===== src/rtl/trafgen_ctrl_pkg.sv =====
// Shared definitions for the traffic-generator controller: FSM states,
// register offsets of the generator's AXI-Lite block and error bit positions.
package trafgen_ctrl_pkg;

  typedef enum logic [2:0] {
    IDLE,
    WR_LEN,
    WR_EN,
    STREAM,
    WR_DIS,
    NEXT,
    DONE
  } state_e;

  localparam int unsigned REG_ENABLE = 0;
  localparam int unsigned REG_LENGTH = 4;

  localparam int unsigned ERR_BRESP = 0;
  localparam int unsigned ERR_FRAME = 1;

endpackage


===== src/rtl/trafgen_ctrl_if.sv =====
// AXI-Lite write channel bundle between the controller (master) and the
// generator's register block (slave).
interface trafgen_ctrl_if
  import trafgen_ctrl_pkg::*;
#(
  parameter int ADDR_WIDTH = 4,
  parameter int DATA_WIDTH = 32
);

  logic [ADDR_WIDTH-1:0]   awaddr;
  logic [2:0]              awprot;
  logic                    awvalid;
  logic                    awready;
  logic [DATA_WIDTH-1:0]   wdata;
  logic [DATA_WIDTH/8-1:0] wstrb;
  logic                    wvalid;
  logic                    wready;
  logic [1:0]              bresp;
  logic                    bvalid;
  logic                    bready;

  modport master (
    output awaddr, awprot, awvalid, wdata, wstrb, wvalid, bready,
    input  awready, wready, bresp, bvalid
  );

  modport slave (
    input  awaddr, awprot, awvalid, wdata, wstrb, wvalid, bready,
    output awready, wready, bresp, bvalid
  );

endinterface


===== src/rtl/trafgen_axil_wr.sv =====
// Single-outstanding AXI-Lite write engine: a req pulse launches AW and W
// together from the next cycle; ack pulses on the B handshake.
module trafgen_axil_wr
  import trafgen_ctrl_pkg::*;
#(
  parameter int ADDR_WIDTH = 4,
  parameter int DATA_WIDTH = 32
) (
  input  logic                  clk,
  input  logic                  rst_n,
  input  logic                  req_i,
  input  logic [ADDR_WIDTH-1:0] addr_i,
  input  logic [DATA_WIDTH-1:0] data_i,
  output logic                  ack_o,
  output logic [1:0]            bresp_o,
  trafgen_ctrl_if.master        axi
);

  logic                  awvalid_q;
  logic                  wvalid_q;
  logic                  bready_q;
  logic [ADDR_WIDTH-1:0] awaddr_q;
  logic [DATA_WIDTH-1:0] wdata_q;

  // Each channel retires independently; bready spans the whole transaction.
  always_ff @(posedge clk or negedge rst_n) begin
    if (!rst_n) begin
      awvalid_q <= 1'b0;
      wvalid_q  <= 1'b0;
      bready_q  <= 1'b0;
      awaddr_q  <= '0;
      wdata_q   <= '0;
    end else if (req_i) begin
      awvalid_q <= 1'b1;
      wvalid_q  <= 1'b1;
      bready_q  <= 1'b1;
      awaddr_q  <= addr_i;
      wdata_q   <= data_i;
    end else begin
      if (axi.awready) awvalid_q <= 1'b0;
      if (axi.wready)  wvalid_q  <= 1'b0;
      if (axi.bvalid)  bready_q  <= 1'b0;
    end
  end

  assign axi.awaddr  = awaddr_q;
  assign axi.awprot  = 3'b000;
  assign axi.awvalid = awvalid_q;
  assign axi.wdata   = wdata_q;
  assign axi.wstrb   = '1;
  assign axi.wvalid  = wvalid_q;
  assign axi.bready  = bready_q;

  assign ack_o   = bready_q && axi.bvalid;
  assign bresp_o = axi.bresp;

endmodule


===== src/rtl/trafgen_ctrl.sv =====
// Run controller for the NTT/INTT traffic generator: programs length and
// enable over AXI-Lite, watches the stream for framing, repeats per pass.
module trafgen_ctrl
  import trafgen_ctrl_pkg::*;
#(
  parameter int C_M00_AXI_ADDR_WIDTH = 4,
  parameter int C_M00_AXI_DATA_WIDTH = 32,
  parameter int C_LEN_WIDTH          = 16
) (
  input  logic                   m00_axi_aclk,
  input  logic                   m00_axi_aresetn,
  input  logic                   start,
  input  logic [C_LEN_WIDTH-1:0] num_words,
  input  logic [7:0]             num_passes,
  input  logic                   first_sel,
  input  logic                   abort,
  trafgen_ctrl_if.master         m00_axi,
  input  logic                   mon_tvalid,
  input  logic                   mon_tready,
  input  logic                   mon_tlast,
  output logic                   NTT_INTT_sel,
  output logic                   busy,
  output logic                   done,
  output logic [7:0]             pass_count,
  output logic [1:0]             error
);

  state_e                   state_q, state_d;
  logic [C_LEN_WIDTH-1:0]   len_q, len_d;
  logic [7:0]               passes_q, passes_d;
  logic [C_LEN_WIDTH-1:0]   beat_q, beat_d;
  logic [7:0]               pass_count_q, pass_count_d;
  logic                     sel_q, sel_d;
  logic [1:0]               error_q, error_d;
  logic                     abort_q, abort_d;

  logic                            wr_req;
  logic [C_M00_AXI_ADDR_WIDTH-1:0] wr_addr;
  logic [C_M00_AXI_DATA_WIDTH-1:0] wr_data;
  logic                            wr_ack;
  logic [1:0]                      wr_bresp;
  logic                            beat;
  logic                            aborting;

  assign beat     = mon_tvalid && mon_tready;
  assign aborting = abort || abort_q;

  always_ff @(posedge m00_axi_aclk or negedge m00_axi_aresetn) begin
    if (!m00_axi_aresetn) begin
      state_q      <= IDLE;
      len_q        <= '0;
      passes_q     <= '0;
      beat_q       <= '0;
      pass_count_q <= '0;
      sel_q        <= 1'b0;
      error_q      <= '0;
      abort_q      <= 1'b0;
    end else begin
      state_q      <= state_d;
      len_q        <= len_d;
      passes_q     <= passes_d;
      beat_q       <= beat_d;
      pass_count_q <= pass_count_d;
      sel_q        <= sel_d;
      error_q      <= error_d;
      abort_q      <= abort_d;
    end
  end

  always_comb begin
    state_d      = state_q;
    len_d        = len_q;
    passes_d     = passes_q;
    beat_d       = beat_q;
    pass_count_d = pass_count_q;
    sel_d        = sel_q;
    error_d      = error_q;
    abort_d      = abort_q;

    // abort_q remembers a short abort pulse until the in-flight write retires
    if (state_q != IDLE && state_q != DONE && abort) abort_d = 1'b1;
    if (wr_ack && wr_bresp != 2'b00) error_d[ERR_BRESP] = 1'b1;

    case (state_q)
      IDLE: begin
        if (start && num_words != '0 && num_passes != '0) begin
          len_d        = num_words;
          passes_d     = num_passes;
          pass_count_d = '0;
          error_d      = '0;
          sel_d        = first_sel;
          abort_d      = 1'b0;
          state_d      = WR_LEN;
        end
      end
      WR_LEN: if (wr_ack) state_d = aborting ? WR_DIS : WR_EN;
      WR_EN: begin
        beat_d = '0;
        if (wr_ack) state_d = aborting ? WR_DIS : STREAM;
      end
      STREAM: begin
        if (beat) begin
          if (beat_q == len_q - 1'b1) begin
            if (!mon_tlast) error_d[ERR_FRAME] = 1'b1;
            state_d = WR_DIS;
          end else begin
            if (mon_tlast) error_d[ERR_FRAME] = 1'b1;
            beat_d = beat_q + 1'b1;
          end
        end
        if (abort) state_d = WR_DIS;
      end
      WR_DIS: if (wr_ack) state_d = aborting ? IDLE : NEXT;
      NEXT: begin
        if (abort) begin
          state_d = WR_DIS;
        end else begin
          pass_count_d = pass_count_q + 8'd1;
          if (pass_count_q + 8'd1 == passes_q) begin
            state_d = DONE;
          end else begin
            sel_d   = ~sel_q;
            state_d = WR_EN;
          end
        end
      end
      DONE:    state_d = IDLE;
      default: state_d = IDLE;
    endcase
  end

  // Launch a write on entry to a write state so valids are up in its first cycle.
  always_comb begin
    wr_req  = 1'b0;
    wr_addr = '0;
    wr_data = '0;
    if (state_d != state_q) begin
      case (state_d)
        WR_LEN: begin
          wr_req  = 1'b1;
          wr_addr = C_M00_AXI_ADDR_WIDTH'(REG_LENGTH);
          wr_data = C_M00_AXI_DATA_WIDTH'(len_d);
        end
        WR_EN: begin
          wr_req  = 1'b1;
          wr_addr = C_M00_AXI_ADDR_WIDTH'(REG_ENABLE);
          wr_data = C_M00_AXI_DATA_WIDTH'(1);
        end
        WR_DIS: begin
          wr_req  = 1'b1;
          wr_addr = C_M00_AXI_ADDR_WIDTH'(REG_ENABLE);
          wr_data = '0;
        end
        default: wr_req = 1'b0;
      endcase
    end
  end

  trafgen_axil_wr #(
    .ADDR_WIDTH(C_M00_AXI_ADDR_WIDTH),
    .DATA_WIDTH(C_M00_AXI_DATA_WIDTH)
  ) u_axil_wr (
    .clk     (m00_axi_aclk),
    .rst_n   (m00_axi_aresetn),
    .req_i   (wr_req),
    .addr_i  (wr_addr),
    .data_i  (wr_data),
    .ack_o   (wr_ack),
    .bresp_o (wr_bresp),
    .axi     (m00_axi)
  );

  assign NTT_INTT_sel = sel_q;
  assign busy         = (state_q != IDLE);
  assign done         = (state_q == DONE);
  assign pass_count   = pass_count_q;
  assign error        = error_q;

endmodule


===== src/flat_wrapper.sv =====
// flat-port wrapper written by rule: the top's interface ports become plain ports
module trafgen_ctrl_flat import trafgen_ctrl_pkg::*;
#(
  parameter int C_M00_AXI_ADDR_WIDTH = 4,
  parameter int C_M00_AXI_DATA_WIDTH = 32,
  parameter int C_LEN_WIDTH          = 16
)
  (m00_axi_aclk, m00_axi_aresetn, start, num_words, num_passes, first_sel, abort, mon_tvalid, mon_tready, mon_tlast, NTT_INTT_sel, busy, done, pass_count, error, m00_axi_awaddr, m00_axi_awprot, m00_axi_awvalid, m00_axi_wdata, m00_axi_wstrb, m00_axi_wvalid, m00_axi_bready, m00_axi_awready, m00_axi_wready, m00_axi_bresp, m00_axi_bvalid);
  trafgen_ctrl_if #(.ADDR_WIDTH((4)), .DATA_WIDTH((32))) m00_axi_i ();
  input  logic m00_axi_aclk;
  input  logic m00_axi_aresetn;
  input  logic start;
  input  logic [C_LEN_WIDTH-1:0] num_words;
  input  logic [7:0] num_passes;
  input  logic first_sel;
  input  logic abort;
  input  logic mon_tvalid;
  input  logic mon_tready;
  input  logic mon_tlast;
  output logic NTT_INTT_sel;
  output logic busy;
  output logic done;
  output logic [7:0] pass_count;
  output logic [1:0] error;
  output wire logic [$bits(m00_axi_i.awaddr)-1:0] m00_axi_awaddr;
  output wire logic [$bits(m00_axi_i.awprot)-1:0] m00_axi_awprot;
  output wire logic [$bits(m00_axi_i.awvalid)-1:0] m00_axi_awvalid;
  output wire logic [$bits(m00_axi_i.wdata)-1:0] m00_axi_wdata;
  output wire logic [$bits(m00_axi_i.wstrb)-1:0] m00_axi_wstrb;
  output wire logic [$bits(m00_axi_i.wvalid)-1:0] m00_axi_wvalid;
  output wire logic [$bits(m00_axi_i.bready)-1:0] m00_axi_bready;
  input wire logic [$bits(m00_axi_i.awready)-1:0] m00_axi_awready;
  input wire logic [$bits(m00_axi_i.wready)-1:0] m00_axi_wready;
  input wire logic [$bits(m00_axi_i.bresp)-1:0] m00_axi_bresp;
  input wire logic [$bits(m00_axi_i.bvalid)-1:0] m00_axi_bvalid;
  assign m00_axi_awaddr = m00_axi_i.awaddr;
  assign m00_axi_awprot = m00_axi_i.awprot;
  assign m00_axi_awvalid = m00_axi_i.awvalid;
  assign m00_axi_wdata = m00_axi_i.wdata;
  assign m00_axi_wstrb = m00_axi_i.wstrb;
  assign m00_axi_wvalid = m00_axi_i.wvalid;
  assign m00_axi_bready = m00_axi_i.bready;
  assign m00_axi_i.awready = m00_axi_awready;
  assign m00_axi_i.wready = m00_axi_wready;
  assign m00_axi_i.bresp = m00_axi_bresp;
  assign m00_axi_i.bvalid = m00_axi_bvalid;
  trafgen_ctrl #(.C_M00_AXI_ADDR_WIDTH(C_M00_AXI_ADDR_WIDTH), .C_M00_AXI_DATA_WIDTH(C_M00_AXI_DATA_WIDTH), .C_LEN_WIDTH(C_LEN_WIDTH)) u_core (.m00_axi_aclk(m00_axi_aclk), .m00_axi_aresetn(m00_axi_aresetn), .start(start), .num_words(num_words), .num_passes(num_passes), .first_sel(first_sel), .abort(abort), .m00_axi(m00_axi_i), .mon_tvalid(mon_tvalid), .mon_tready(mon_tready), .mon_tlast(mon_tlast), .NTT_INTT_sel(NTT_INTT_sel), .busy(busy), .done(done), .pass_count(pass_count), .error(error));
endmodule

===== config.mk =====
export PLATFORM = sky130hd
export DESIGN_NAME = trafgen_ctrl_flat
export DESIGN_NICKNAME = d
export VERILOG_FILES = /design/src/rtl/trafgen_ctrl_pkg.sv /design/src/rtl/trafgen_ctrl_if.sv /design/src/rtl/trafgen_axil_wr.sv /design/src/rtl/trafgen_ctrl.sv /design/src/flat_wrapper.sv
export SDC_FILE = /design/constraint.sdc
export NUM_CORES = 1
export LEC_CHECK = 0
export CORE_UTILIZATION = 40
export DETAILED_ROUTE_END_ITERATION = 8
export GPL_TIMING_DRIVEN = 0
export SLEW_MARGIN = 15
export SYNTH_ARGS = -nofsm -noshare
export SYNTH_HDL_FRONTEND = slang
export SYNTH_HIERARCHICAL = 1
export SYNTH_SLANG_ARGS = --single-unit

===== constraint.sdc =====
create_clock -name m00_axi_aclk -period 4.1 [get_ports m00_axi_aclk]
set_clock_uncertainty 0.05 [all_clocks]
set_input_delay 1.23 -clock m00_axi_aclk [delete_from_list [all_inputs] [get_ports m00_axi_aclk]]
set_output_delay 1.23 -clock m00_axi_aclk [all_outputs]
set_load 0.05 [all_outputs]

==> qor.csv <==
metric,value,unit
worstMarginPinSlew,0.923,ns
core_area,13200,um2
min_from,u_core/u_axil_wr/axi.awvalid$_DFFE_PN0P_,
cp-end-kind,register,
r2r_cells,13,
p_int,0.00329,W
max_freq,257,MHz
cts-buffers-inserted,9,
p_leak,3.06,nW
r2r_setup_slack,0.26,ns
fp.dieH,118,um
required,4.29,ns
seq_power_share,26.7,%
netSwitchingFraction,44.9,%
relSlewSlack,37.9,%
vias,4464,
n_antenna_cell,0,
synthArstFlopShare,100,%
vdd_drop_max,0.000421,V
rsz0062_at_grt,false,
drive_gt1_share,13.1,%
p_per_area,857,nW/um2
yosysWarnings,6,
wirelength,13700,um
cp_max_fo,10,
hold_violations,0,
grt_max_degree,65,
synth_enable_flop_cells,0,
status,completed,
ys_seq_area_share,43.4,%
timing.rr.start,u_core/len_q[3]$_DFF_PN0_,
instances_no_fill,854,
grtUsageTotal,20.8,%
clock_tree.buffer_depth,2,
rows,42,
cap_violations,0,
synth-main-ff-cell,dfrtp_1,
period_share,94.8,%
place_congestion,0.856,
synth_cell_types,71,
place_inst,837,
drc,0,
grt_pass1_vias,4587,
boundaryPins,96,
hpwl,10200,um
io_buffers,85,
drv_slew,0,
die_area,14000,um2
clock_latency,0.35,ns
tritoncts,built,
netlist_area,5430,um2
chipWidth,118,um
grt_antenna_before_repair,0,
p_sw,0.00268,W
grt-ovfl-total,0,
firstDrtPassIters,5,
h-tree-depth,3,
hp-class,reg2reg,
nNetsFinal,713,
hold_path_depth,1,
setup_viol,0,
drtIter0Drc,195,
ys_ff_latch,94,
start_util,41.0,%
cp-start-kind,primary input,
fillers,1244,
syn_avg_cell_area,9.83,um2
synthCells,552,
combPwrFrac,57.6,%
ctsHoldBuffers,0,
clkPwrFrac,15.7,%
grt_first_pass_wirelength,23100,um
wl_per_cell,16.0,um
path_class,in2reg,
holdPathEnd,u_core/u_axil_wr/axi.awvalid$_DFFE_PN0P_,
ant_nets,0,
root_buffer,clkbuf_16,
fin_crit,3.89,ns
clk_pin_slew,0.07,ns
reg2reg_to,u_core/u_axil_wr/axi.wdata[29]$_DFFE_PN0P_,
syn2layout_area_growth,28.5,%
worst-endpoint-arrival,4.08,ns
fin_setup_tns,0,ns
clock_sinks,94,
viasPerCell,5.23,
[final cells by class]
class	instances	area (um2)	area share, %
Buffer	38	219	3.14
Clock buffer	10	239	3.43
Clock inverter	6	91.3	1.31
Inverter	21	78.8	1.13
Multi-Input combinational cell	420	2870	41.2
Sequential cell	94	2350	33.7
Tap cell	176	220	3.16
Timing Repair Buffer	89	902	12.9
[routing by layer]
metal | track usage, % | routed length, um | share of wire, %
met4 | 7.12 | 192 | 1.4
met2 | 34.6 | 6700 | 49
met1 | 27.0 | 6130 | 45
met3 | 4.20 | 649 | 4.7
met5 | 0 | 0 | 0
[cell usage after synthesis (all sizes together), types with 3 or more instances]
master | instances | area, um2
a21o | 21 | 158
nor3b | 4 | 30.0
o21ai | 26 | 134
inv | 21 | 78.8
a21oi | 22 | 110
nor2 | 20 | 82.6
clkbuf | 20 | 75.1
buf | 20 | 150
xor2 | 15 | 131
nor2b | 8 | 50.1
or3 | 11 | 68.8
nand2b | 8 | 50.1
o31ai | 7 | 57.6
a31oi | 12 | 90.1
nor3 | 11 | 66.3
and2 | 19 | 119
dfrtp | 94 | 2350
mux2 | 37 | 443
o211ai | 7 | 52.6
nand3 | 20 | 100
nor4 | 13 | 96.3
nand2 | 54 | 203
ha | 3 | 37.5
or4 | 8 | 60.1
conb | 3 | 11.3
a211oi | 4 | 30.0
nand4 | 5 | 31.3
xnor2 | 18 | 158
[power groups by stage]
stage	Clock [W]	Combinational, W	Sequential, W
after floorplan	0	0.00188	0.00221
after global placement	0	0.00337	0.00160
after detailed placement	0	0.00342	0.00161
after CTS	0.000965	0.00344	0.00160
after global routing	0.00100	0.00372	0.00165
final	0.000935	0.00345	0.00160
[how the worst max path moves through the flow]
stage / end / depth (start not counted) / startpoint
after floorplan: u_core/u_axil_wr/axi.wdata[23]$_DFFE_PN0P_ / 13 / u_core/len_q[2]$_DFF_PN0_
after global placement: u_core/u_axil_wr/axi.wdata[27]$_DFFE_PN0P_ / 1 / m00_axi_aresetn
after detailed placement: u_core/u_axil_wr/axi.wdata[27]$_DFFE_PN0P_ / 12 / num_words[11]
after CTS: u_core/u_axil_wr/axi.wdata[27]$_DFFE_PN0P_ / 12 / num_words[11]
after global routing: u_core/u_axil_wr/axi.wdata[27]$_DFFE_PN0P_ / 12 / num_words[8]
final: u_core/u_axil_wr/axi.wdata[29]$_DFFE_PN0P_ / 12 / num_words[11]
[per-stage QoR]
step / util (%) / setup slack, ns / cell area [um2] / hold WS, ns / power (W)
2_1_floorplan: - / 0.558 / 5510 / 0.415 / 0.00409
5_1_grt: 52.7 / 0.0211 / 6970 / 0.472 / 0.00637
3_3_place_gp: 49.7 / -1.90 / 6580 / 0.415 / 0.00497
4_1_cts: 52.4 / 0.0207 / 6940 / 0.446 / 0.00600
3_5_place_dp: 49.9 / -0.340 / 6610 / 0.424 / 0.00503
6_report: 52.7 / 0.212 / 6970 / 0.443 / 0.00598
[kinds of logic (layout without fill, tap and decap cells)]
group,after synthesis,count (layout),share of synthesized area [%]
AO/OA/AOI/OAI,123,123,15.7
XOR/XNOR,34,34,5.74
adder cells (fa/ha/maj),3,3,0.692
buffers and inverters,61,164,5.60
flip-flops,94,94,43.4
multiplexers,39,39,8.53
other,3,26,0.208
AND/OR/NAND/NOR,195,195,20.2
[timing repair]
action | in CTS | in global routing
setup buffers | 0 | 3
setup endpoints to repair | 0 | 38
resized for setup | 0 | 4
[registers in the layout (all words and copies together) (netlist names)]
signal                        count
u_core/NTT_INTT_sel               1
u_core/u_axil_wr/axi.awvalid      1
u_core/u_axil_wr/axi.bready       1
u_core/error                      2
u_core/passes_q                   8
u_core/pass_count                 8
u_core/abort_q                    1
u_core/u_axil_wr/axi.wvalid       1
u_core/len_q                     16
u_core/beat_q                    16
u_core/u_axil_wr/axi.awaddr       4
u_core/u_axil_wr/axi.wdata       32
u_core/state_q                    3
[critical path: stages]
cell and delay [ns]:
clkdlybuf4s50_1 0.43, nor4_2 0.37, nand4_1 0.22, nand3_1 0.20, nor3_1 0.09, a31oi_1 0.17, o32a_1 0.23, nand2b_1 0.13
nor4b_4 0.28, buf_6 0.21, buf_6 0.18, mux2_4 0.31
[placed cells by master, fill, tap and decap left out, drive strengths merged, types with 20 or more instances in the layout]
cell type / netlist / final
buf: 20 / 25
nand2: 54 / 54
a21o: 21 / 21
dfrtp: 94 / 94
clkbuf: 20 / 28
o21ai: 26 / 26
nor2: 20 / 20
inv: 21 / 23
clkdlybuf4s50: 0 / 84
a21oi: 22 / 22
nand3: 20 / 20
mux2: 37 / 37
conb: 3 / 26
Power figures use the tool's default switching activity.
